--- config.mk ---
export PLATFORM = sky130hd
export DESIGN_NAME = conv_encoder_framer
export DESIGN_NICKNAME = d
export VERILOG_FILES = /design/src/rtl/viterbi_pkg.sv /design/src/rtl/conv_core.sv /design/src/rtl/conv_encoder_framer.sv
export SDC_FILE = /design/constraint.sdc
export NUM_CORES = 1
export LEC_CHECK = 0
export CORE_UTILIZATION = 53
export DETAILED_ROUTE_END_ITERATION = 6
export PLACE_DENSITY = 0.76
export SYNTH_ARGS = -nofsm -noshare
export SYNTH_HDL_FRONTEND = slang
export SYNTH_SLANG_ARGS = --single-unit
--- constraint.sdc ---
create_clock -name clk -period 1.9 [get_ports clk]
set_input_delay 0.38 -clock clk [delete_from_list [all_inputs] [get_ports clk]]
set_output_delay 0.38 -clock clk [all_outputs]
set_load 0.02 [all_outputs]
--- src/rtl/viterbi_pkg.sv ---
// Shared definitions for the Viterbi link: code defaults, encoder FSM states and
// the generator parity helper used by both encoder and decoder branch-metric logic.
package viterbi_pkg;

    localparam int         K_DEFAULT         = 3;
    localparam logic [2:0] G0_DEFAULT        = 3'b111;
    localparam logic [2:0] G1_DEFAULT        = 3'b101;
    localparam int         FRAME_LEN_DEFAULT = 256;

    // Widest window the parity helper accepts; callers zero-extend.
    localparam int K_MAX = 16;

    typedef enum logic [1:0] {
        IDLE  = 2'd0,
        DATA  = 2'd1,
        FLUSH = 2'd2
    } enc_state_t;

    function automatic logic parity(input logic [K_MAX-1:0] w, input logic [K_MAX-1:0] g);
        return ^(w & g);
    endfunction

endpackage

--- src/rtl/conv_core.sv ---
// Feed-forward convolutional core: K-1 bit shift register plus two generator parities.
// The symbol is combinational from the current register and the incoming bit u.
module conv_core
    import viterbi_pkg::*;
#(
    parameter int         K  = K_DEFAULT,
    parameter logic [K-1:0] G0 = G0_DEFAULT,
    parameter logic [K-1:0] G1 = G1_DEFAULT
) (
    input  logic       clk,
    input  logic       rst,
    input  logic       shift_en,
    input  logic       u,
    output logic [1:0] sym
);

    logic [K-2:0] sr;  // sr[0] is the newest past bit
    logic [K-1:0] w;   // w[K-1] = u, w[0] = oldest past bit

    // NOTE: every combinational output gets a default before any conditional
    // or loop assignment, so no path can leave it unassigned and infer a latch.
    always_comb begin
        w      = '0;
        w[K-1] = u;
        for (int i = 0; i < K - 1; i++) begin
            w[K-2-i] = sr[i];
        end
    end

    assign sym = {parity(K_MAX'(w), K_MAX'(G0)), parity(K_MAX'(w), K_MAX'(G1))};

    // NOTE: sequential state uses non-blocking assignments so every register
    // samples the pre-edge values regardless of statement order.
    always_ff @(posedge clk) begin
        if (rst) begin
            sr <= '0;
        end else if (shift_en) begin
            sr <= (K-1)'({sr, u});
        end
    end

endmodule

--- src/rtl/conv_encoder_framer.sv ---
// Rate-1/2 convolutional encoder with zero-tail frame termination and frame markers.
// Accepts FRAME_LEN info bits, then flushes K-1 zero bits so each frame ends in state 0.
module conv_encoder_framer
    import viterbi_pkg::*;
#(
    parameter int           K         = K_DEFAULT,
    parameter logic [K-1:0] G0        = G0_DEFAULT,
    parameter logic [K-1:0] G1        = G1_DEFAULT,
    parameter int           FRAME_LEN = FRAME_LEN_DEFAULT
) (
    input  logic       clk,
    input  logic       rst,
    input  logic       enable_i,
    input  logic       d_in,
    output logic       ready_o,
    output logic       valid_o,
    output logic [1:0] d_out,
    output logic       frame_start_o,
    output logic       frame_end_o
);

    localparam int BW = $clog2(FRAME_LEN + 1);
    localparam int TW = $clog2(K);
    localparam logic [BW-1:0] BIT_LAST  = BW'(FRAME_LEN);
    localparam logic [TW-1:0] TAIL_LAST = TW'(K - 2);

    enc_state_t    state, state_n;
    logic [BW-1:0] bit_ct, bit_ct_n;
    logic [TW-1:0] tail_ct, tail_ct_n;
    logic          accept, emit, u;
    logic          frame_start_n, frame_end_n;
    logic [1:0]    sym;

    // ready_o depends on state only, so the upstream source sees no enable_i loop.
    assign ready_o = (state != FLUSH);
    assign accept  = enable_i && ready_o;
    assign emit    = accept || (state == FLUSH);
    assign u       = (state == FLUSH) ? 1'b0 : d_in;

    conv_core #(
        .K  (K),
        .G0 (G0),
        .G1 (G1)
    ) u_core (
        .clk      (clk),
        .rst      (rst),
        .shift_en (emit),
        .u        (u),
        .sym      (sym)
    );

    always_comb begin
        state_n       = state;
        bit_ct_n      = bit_ct;
        tail_ct_n     = tail_ct;
        frame_start_n = 1'b0;
        frame_end_n   = 1'b0;
        unique case (state)
            // IDLE and DATA differ only in marking the first symbol; bit_ct is 0 in IDLE.
            IDLE, DATA: begin
                if (accept) begin
                    bit_ct_n      = bit_ct + 1'b1;
                    frame_start_n = (state == IDLE);
                    state_n       = (bit_ct_n == BIT_LAST) ? FLUSH : DATA;
                end
            end
            FLUSH: begin
                if (tail_ct == TAIL_LAST) begin
                    tail_ct_n   = '0;
                    bit_ct_n    = '0;
                    frame_end_n = 1'b1;
                    state_n     = IDLE;
                end else begin
                    tail_ct_n = tail_ct + 1'b1;
                end
            end
            default: state_n = IDLE;
        endcase
    end

    always_ff @(posedge clk) begin
        if (rst) begin
            state         <= IDLE;
            bit_ct        <= '0;
            tail_ct       <= '0;
            valid_o       <= 1'b0;
            d_out         <= 2'b00;
            frame_start_o <= 1'b0;
            frame_end_o   <= 1'b0;
        end else begin
            state         <= state_n;
            bit_ct        <= bit_ct_n;
            tail_ct       <= tail_ct_n;
            valid_o       <= emit;
            d_out         <= emit ? sym : 2'b00;
            frame_start_o <= frame_start_n;
            frame_end_o   <= frame_end_n;
        end
    end

endmodule

Yosys cells after proc, flatten, opt, wreduce, memory -nomap -nowiden
Cells that the tools add are included.
{"block": "word_totals", "ff_bits": 20, "in_bits": 4, "out_inout_bits": 6, "elab_cells": 43}
{"block": "op_classes", "n_addsub": 2, "eq_ne": 7, "n_mux": 10, "bitwise_logic": 4, "n_reduce_logical": 12}
{"cell": "$reduce_xor 16->1", "count": 2}
{"cell": "$mux 9", "count": 2}
{"cell": "$pmux 9 s2", "count": 1}
{"cell": "$add 9x1->9 const B", "count": 1}
{"cell": "$eq 9x9->1 const B", "count": 1}
{"cell": "$mux 2", "count": 4}
{"cell": "$reduce_or 2->1", "count": 3}
{"cell": "$eq 2x1->1 const B", "count": 2}
{"cell": "$ne 2x2->1 const B", "count": 2}
{"cell": "$not 1->1", "count": 4}
{"cell": "$pmux 2 s2", "count": 1}
{"cell": "$reduce_and 3->1", "count": 1}
{"cell": "$reduce_or 3->1", "count": 1}
{"cell": "$add 2x1->2 const B", "count": 1}
{"cell": "$eq 2x2->1 const B", "count": 1}
{"cell": "$logic_not 2->1", "count": 1}
{"cell": "$mux 1", "count": 2}
{"cell": "$ne 2x1->1 const B", "count": 1}
{"cell": "$reduce_and 2->1", "count": 1}
{"cell": "$reduce_bool 2->1", "count": 1}
{"cell": "$logic_and 1x1->1", "count": 1}
{"cell": "$logic_or 1x1->1", "count": 1}

Depth between registers and ports, before layout
Gate-level depths: netlist of the first run.
{"block": "logic_depth", "ltp_word": 5, "depth_mapped": 6, "depth_no_buf": 5}

Cells and area by module
Synthesis of the first run repeated with hierarchy kept, for this count alone.
{"block": "unflattened", "hier_cells": 102, "hier_area_um2": 914.6}
{"module": "conv_encoder_framer", "n_inst": 1, "cells_per_inst": 94, "area_each_um2": 829.5}
{"module": "conv_core", "n_inst": 1, "cells_per_inst": 8, "area_each_um2": 85.1}

Worst setup path after synthesis of the first run
No wires, ideal clock.
{"block": "synth_timing", "kind": "reg-to-reg", "startpoint": "reg bit_ct[0]", "endpoint": "reg bit_ct[8]", "setup_time_ns": 0.070, "arrival_time_ns": 1.406, "setup_slack_ns": 0.425, "path_stages_with_launch": 6, "synth_period_minus_slack_ns": 1.475, "path_cell_list": "dfxtp_1 -> ha_1 -> and3_4 -> nand2_2 -> or4_1 -> a21oi_1"}
{"block": "synth_between", "elab_chain_cells": 3}
{"element": "start, declared", "line_no": "conv_encoder_framer.sv:28", "source": "logic [BW-1:0] bit_ct, bit_ct_n;"}
{"element": "start signal, assigned", "line_no": "conv_encoder_framer.sv:92", "source": "bit_ct <= bit_ct_n;"}
{"element": "$add 9x1->9", "line_no": "conv_encoder_framer.sv:62", "source": "bit_ct_n = bit_ct + 1'b1;"}
{"element": "$mux 9", "line_no": "conv_encoder_framer.sv:61", "source": "if (accept) begin"}
{"element": "$pmux 9 s2", "line_no": "conv_encoder_framer.sv:58", "source": "unique case (state)"}
Every way passes these cells. The select of a mux whose other input is x is not followed.
A chain may end at the register's enable or synchronous reset.

Worst setup path in the final report of the first run
Ends and elaborated chain as after synthesis.

==> reports/results.ini, run 1 <==
[run_status]
status=completed

[drt]
post_drt_via_cell_ratio=5.90
vias=779
drt_pass1_iterations=4
drt_iter0_markers=24
detail-route-antenna-nets=0
drc_errors=0
post_drt_wl_per_cell_um=13.2
routed_wl_mm=1.74

[power]
p_sw_share_pct=24.6
ir_drop_v=0.000412
p_int_uw=544
comb_power_share_pct=10.8
pwr-share-seq_pct=60.9
power_switching_uw=177
pwr-share-clk_pct=28.3
power.density_mw_per_mm2=681
total_leakage_power_nw=0.360

[placement]
dp_hpwl_mm=1.24
gp_congestion=0.884
port_buffers=9
placed_area_mm2=0.00103

[min_path]
hp-start=state[0]
min_path_type=reg2reg
holdPathStages=1

[sta]
rsz0062_at_grt=false
skew_ps=4.93
finalHoldViolations=0
maxSlewHeadroom_pct=81.8
period_needed_ps=1620
tightest_slew_ps=269
slew_violations=0
finalSetupViolCount=0
setup_tns_ps=0
period_share_pct=85.1
clock.fmax_mhz=618

[synthesis]
synth_ff_type=dfxtp_1
post_synth.cell_area_avg_um2=8.79
ys_seq_area_share_pct=43.4
synth_nets=110
syn_area_um2=923
ys_ff_latch=20
postSynthCellCount=105
synth_edf_count=0
yosys_warnings=0
synth_cell_types=40
ys_async_sr_fraction_pct=0

[clock_network]
clockBufferDepth=2
cts_tree=yes
htree_levels=1
clock_latency_ps=300
cts_root_buf=clkbuf_4
cts_buffers=3
cts.sinks=20
path_clk_slew_ps=110

[floorplanning]
coreArea_mm2=0.00156
placement_rows=14
initial_core_util_pct=59.2
dieWidth_um=43.7
ios=10
die_area_mm2=0.00191
die_h_um=43.7

[cells_and_area]
stdcell_area_mm2=0.00106
area_delta_synth_final_pct=14.6
final_common_cell=dfxtp_1
fin_nets=123
drive_above_1_share_pct=14.7
final_cell_mix=dfxtp_1, nor2_1, nand2_1
n_antenna_cell=0

[global_routing]
grt_pass1_wl_mm=2.86
grt_max_degree=20
grt_overflow_total=0
grt_pass1_vias=670
antenna_found_initial=0
grt_usage_pct=20.1

[setup_path]
crit_type=reg2reg
r2r_start=bit_ct[0]
worst_setup_path_end_kind=register
required_ps=2140
crit_start=bit_ct[0]
reg2reg_depth=5
worstPathArrival_ps=1860
start_kind=register
critical_path.max_fanout=5

[flow_run]
cap_violations=0

[registers in the layout (all words and copies together), names as in the netlist]
name           cells
frame_end_o        1
tail_ct            2
state              2
frame_start_o      1
bit_ct             9
valid_o            1
u_core.sr          2
d_out              2
[final timing paths]
check	endpoint	slack [ps]
setup reg to reg	bit_ct[8]	280
setup / recovery	bit_ct[8]	280
hold reg to reg	frame_start_o	470
hold / removal	frame_start_o	470
[per-stage QoR]
stage                     setup WS, ps  util [%]  std cells  hold WS (ps)  power (mW)
after global placement            99.9      66.1        129           440       0.524
final                              283      67.9        132           470       0.721
after floorplan                    425         -        105           413       0.500
after detailed placement          58.2      66.1        129           442       0.526
after CTS                         21.6      67.7        132           476       0.719
after global routing               153      67.9        132           496       0.744
[power by group through the flow]
stage | registers [mW] | clock network [mW] | logic (mW)
global route | 0.440 | 0.218 | 0.0858
CTS | 0.439 | 0.202 | 0.0781
floorplan | 0.453 | 0 | 0.0475
finish | 0.439 | 0.204 | 0.0780
detailed placement | 0.448 | 0 | 0.0778
global placement | 0.448 | 0 | 0.0766
[synthesized netlist by cell type (all sizes together) (2+ instances only)]
cell type | n | area (um^2)
nor4b | 2 | 17.5
o21ai | 8 | 40.0
and2 | 2 | 13.8
a311oi | 3 | 26.3
a21oi | 7 | 35.0
nor2 | 13 | 48.8
dfxtp | 20 | 400
nand2 | 11 | 43.8
inv | 2 | 7.50
nor3 | 7 | 35.0
nor2b | 2 | 12.5
buf | 5 | 36.3
nand2b | 2 | 15.0
a31oi | 3 | 33.8
[final cells by class]
| class | count | area [um^2] |
|---|---|---|
| Fill cell | 126 | 500 |
| Multi-Input combinational cell | 77 | 478 |
| Timing Repair Buffer | 14 | 130 |
| Inverter | 2 | 7.51 |
| Tap cell | 16 | 20.0 |
| Sequential cell | 20 | 400 |
| Clock buffer | 3 | 22.5 |
[worst max-delay path: stages, from the launching register on]
cell and delay (ps):
dfxtp_1 420, ha_1 240, and3_4 240, nand2_2 50
or4_1 460, a21oi_1 140
[cell families (layout without fill, tap and decap cells)]
| logic type | Yosys count | count (layout) | share of synthesized area (%) |
|---|---|---|---|
| and+or+nand+nor | 46 | 46 | 25.7 |
| AOI/OAI and AO/OA | 26 | 26 | 18.8 |
| DFF | 20 | 20 | 43.4 |
| buffers and inverters | 8 | 19 | 5.15 |
| muxes | 1 | 1 | 1.08 |
| adders and majority gates | 1 | 1 | 1.35 |
| xor gates and xnor gates | 3 | 3 | 4.47 |
[layer usage]
metal / share of wire (%) / vias to the layer above / GRT usage, %
li1: - / 400 / -
met1: 49 / 348 / 30.0
met2: 44 / 27 / 28.7
met3: 5.6 / 4 / 2.50
met4: 1.4 / 0 / 9.38
met5: 0 / - / 0
[timing repair]
item	CTS	global route
buffers inserted	0	0
hold buffers	0	0
setup endpoints to repair	1	1
gates resized for setup	1	1
Power figures use the tool's default switching activity.
==> run 2: changes to the inputs <==
--- a/config.mk
+++ b/config.mk
@@ -5,9 +5,12 @@
 export SDC_FILE = /design/constraint.sdc
 export NUM_CORES = 1
 export LEC_CHECK = 0
+export CORE_ASPECT_RATIO = 0.75
 export CORE_UTILIZATION = 53
 export DETAILED_ROUTE_END_ITERATION = 6
 export PLACE_DENSITY = 0.76
+export SKIP_CTS_REPAIR_TIMING = 1
+export SKIP_LAST_GASP = 1
 export SYNTH_ARGS = -nofsm -noshare
 export SYNTH_HDL_FRONTEND = slang
 export SYNTH_SLANG_ARGS = --single-unit
==> run 2 against run 1 <==
  * Global-route usage is 2.3 points higher
  * Sequential cell count did not move
  * Core utilization rose by 0.95 points
  * Clock power shrank 2%
  * First-iteration DRC count increased by 25%
  * Critical path type unchanged
  * Sequential share of layout area fell by 0.22 points
  * Die area is essentially flat
  * Combinational power up 1%
==> reports/results.ini, run 2 (synthesized netlist as in run 1, its figures left out) <==
[run_status]
status=completed

[drt]
vias=785  ; +0.77%
post_drt_wl_per_cell_um=13.5  ; +2.6%
drc_errors=0  ; unchanged
detail-route-antenna-nets=0  ; unchanged
drt_pass1_iterations=4  ; unchanged
post_drt_via_cell_ratio=5.73  ; -2.9%
drt_iter0_markers=30  ; +25%
routed_wl_mm=1.85  ; +6.5%

[floorplanning]
placement_rows=12  ; -2
coreArea_mm2=0.00155  ; -0.80%
die_h_um=38.2  ; -13%
initial_core_util_pct=59.7  ; +0.48 points
dieWidth_um=50.2  ; +15%
ios=10  ; unchanged
die_area_mm2=0.00191  ; about the same

[power]
power.total_uw=717  ; -0.47%
power.density_mw_per_mm2=674  ; -1.1%
comb_power_share_pct=11.0  ; +0.2 points
p_int_uw=544  ; about the same
pwr-share-seq_pct=61.2  ; +0.3 points
ir_drop_v=0.000682  ; +66%
total_leakage_power_nw=0.360  ; unchanged
power_switching_uw=174  ; -1.9%
p_sw_share_pct=24.2  ; -0.37 points
pwr-share-clk_pct=27.8  ; -0.5 points

[min_path]
hold_path_end=frame_start_o
min_path_type=reg2reg
holdPathStages=1  ; unchanged
hp-start=state[0]

[global_routing]
grt_pass1_wl_mm=3.09  ; +8.0%
grt_pass1_vias=739  ; +10%
grt_usage_pct=22.4  ; +2.3 points
grt_max_degree=15  ; -25%
grt_overflow_total=0  ; unchanged
antenna_found_initial=0  ; unchanged

[setup_path]
reg2reg_to=bit_ct[8]
r2r_setup_slack_ps=280  ; about the same
required_ps=2140  ; about the same
crit_type=reg2reg
critical_path.max_fanout=5  ; unchanged
reg2reg_depth=5  ; unchanged
r2r_start=bit_ct[0]
start_kind=register
worst_setup_path_end_kind=register
worstPathArrival_ps=1860  ; about the same

[cells_and_area]
top_register=bit_ct
seqCellArea_um2=400  ; unchanged
final_cell_mix=dfxtp_1, nor2_1, nand2_1
drive_above_1_share_pct=14.7  ; unchanged
n_antenna_cell=0  ; unchanged
largest_reg_flops=9  ; unchanged
final_common_cell=dfxtp_1
fin_nets=123  ; unchanged
multi_input_area_um2=478  ; unchanged
area_delta_synth_final_pct=15.3
fill_cells=133  ; +5.6%

[sta]
clock.fmax_mhz=618  ; about the same
finalHoldViolations=0  ; unchanged
slew_violations=0  ; unchanged
period_needed_ps=1620  ; +0.240 ps
maxSlewHeadroom_pct=80.8  ; -1.0 points
tightest_slew_ps=283  ; +14.8 ps
skew_ps=12.1  ; +7.12 ps
period_share_pct=85.1  ; about the same
finalSetupViolCount=0  ; unchanged
setup_ws_ps=283  ; -0.240 ps
rsz0062_at_grt=false

[clock_network]
cts_tree=yes
htree_levels=1  ; unchanged
clock_latency_ps=300  ; about the same
cts_root_buf=clkbuf_4
cts_buffers=3  ; unchanged
cts.sinks=20  ; unchanged
clockBufferDepth=2  ; unchanged
path_clk_slew_ps=110  ; about the same

[placement]
dp_hpwl_mm=1.34  ; +7.9%
gp_congestion=0.893  ; +1.0%
dp_slack_ps=96.4  ; +38.2 ps
port_buffers=9  ; unchanged

[flow_run]
cap_violations=0  ; unchanged

## run 2: how the worst max path moves through the flow
stage / from / end / depth (start not counted) / slack (ps)
CTS: state[1] / ready_o / 3 / -60
detailed placement: enable_i / bit_ct[8] / 4 / 100
floorplan: bit_ct[0] / bit_ct[8] / 5 / 420
finish: bit_ct[0] / bit_ct[8] / 5 / 280
global placement: enable_i / bit_ct[8] / 4 / 160
global route: bit_ct[0] / bit_ct[8] / 5 / 210
## run 2: critical path: stages, from the launching register on
cell     delay, ps
dfxtp_1        410
ha_1           240
and3_4         240
nand2_2         50
or4_1          460
a21oi_1        170
## run 2: layout make-up
class | instances | share of cell area [%]
repair buffers | 14 | 12.2
multi-input cells | 77 | 44.9
clock buffers | 3 | 2.12
well taps | 21 | 2.47
flip-flops and latches | 20 | 37.6
inverters | 2 | 0.705
## run 2: through the flow
stage	cells	setup TNS (ps)	util [%]	instance area, um^2	hold WS [ps]
CTS	137	-61.3	68.5	1060	463
floorplan	105	0	-	923	413
global route	137	0	68.9	1060	509
global placement	134	0	67.1	1040	444
finish	137	0	68.9	1060	477
detailed placement	134	0	67.1	1040	447
## run 2: power by group through the flow
stage               logic [mW]  registers, mW  clock network, mW
global route            0.0862          0.440              0.218
CTS                     0.0784          0.439              0.209
floorplan               0.0475          0.453                  0
finish                  0.0790          0.439              0.200
detailed placement      0.0781          0.448                  0
global placement        0.0765          0.448                  0
## run 2: layer usage
layer	up-vias	routed length, um	GRT usage (%)
met5	-	0	0
met4	0	0	9.29
met3	0	121	7.94
met2	31	852	37.7
met1	354	879	26.3
li1	400	-	-
==> run 3: changes to the inputs <==
--- a/config.mk
+++ b/config.mk
@@ -14,3 +14,4 @@
 export SYNTH_ARGS = -nofsm -noshare
 export SYNTH_HDL_FRONTEND = slang
 export SYNTH_SLANG_ARGS = --single-unit
+export TNS_END_PERCENT = 100
==> results of run 3 <==
No change in the layout: final DEF, timing and power equal those of run 2.
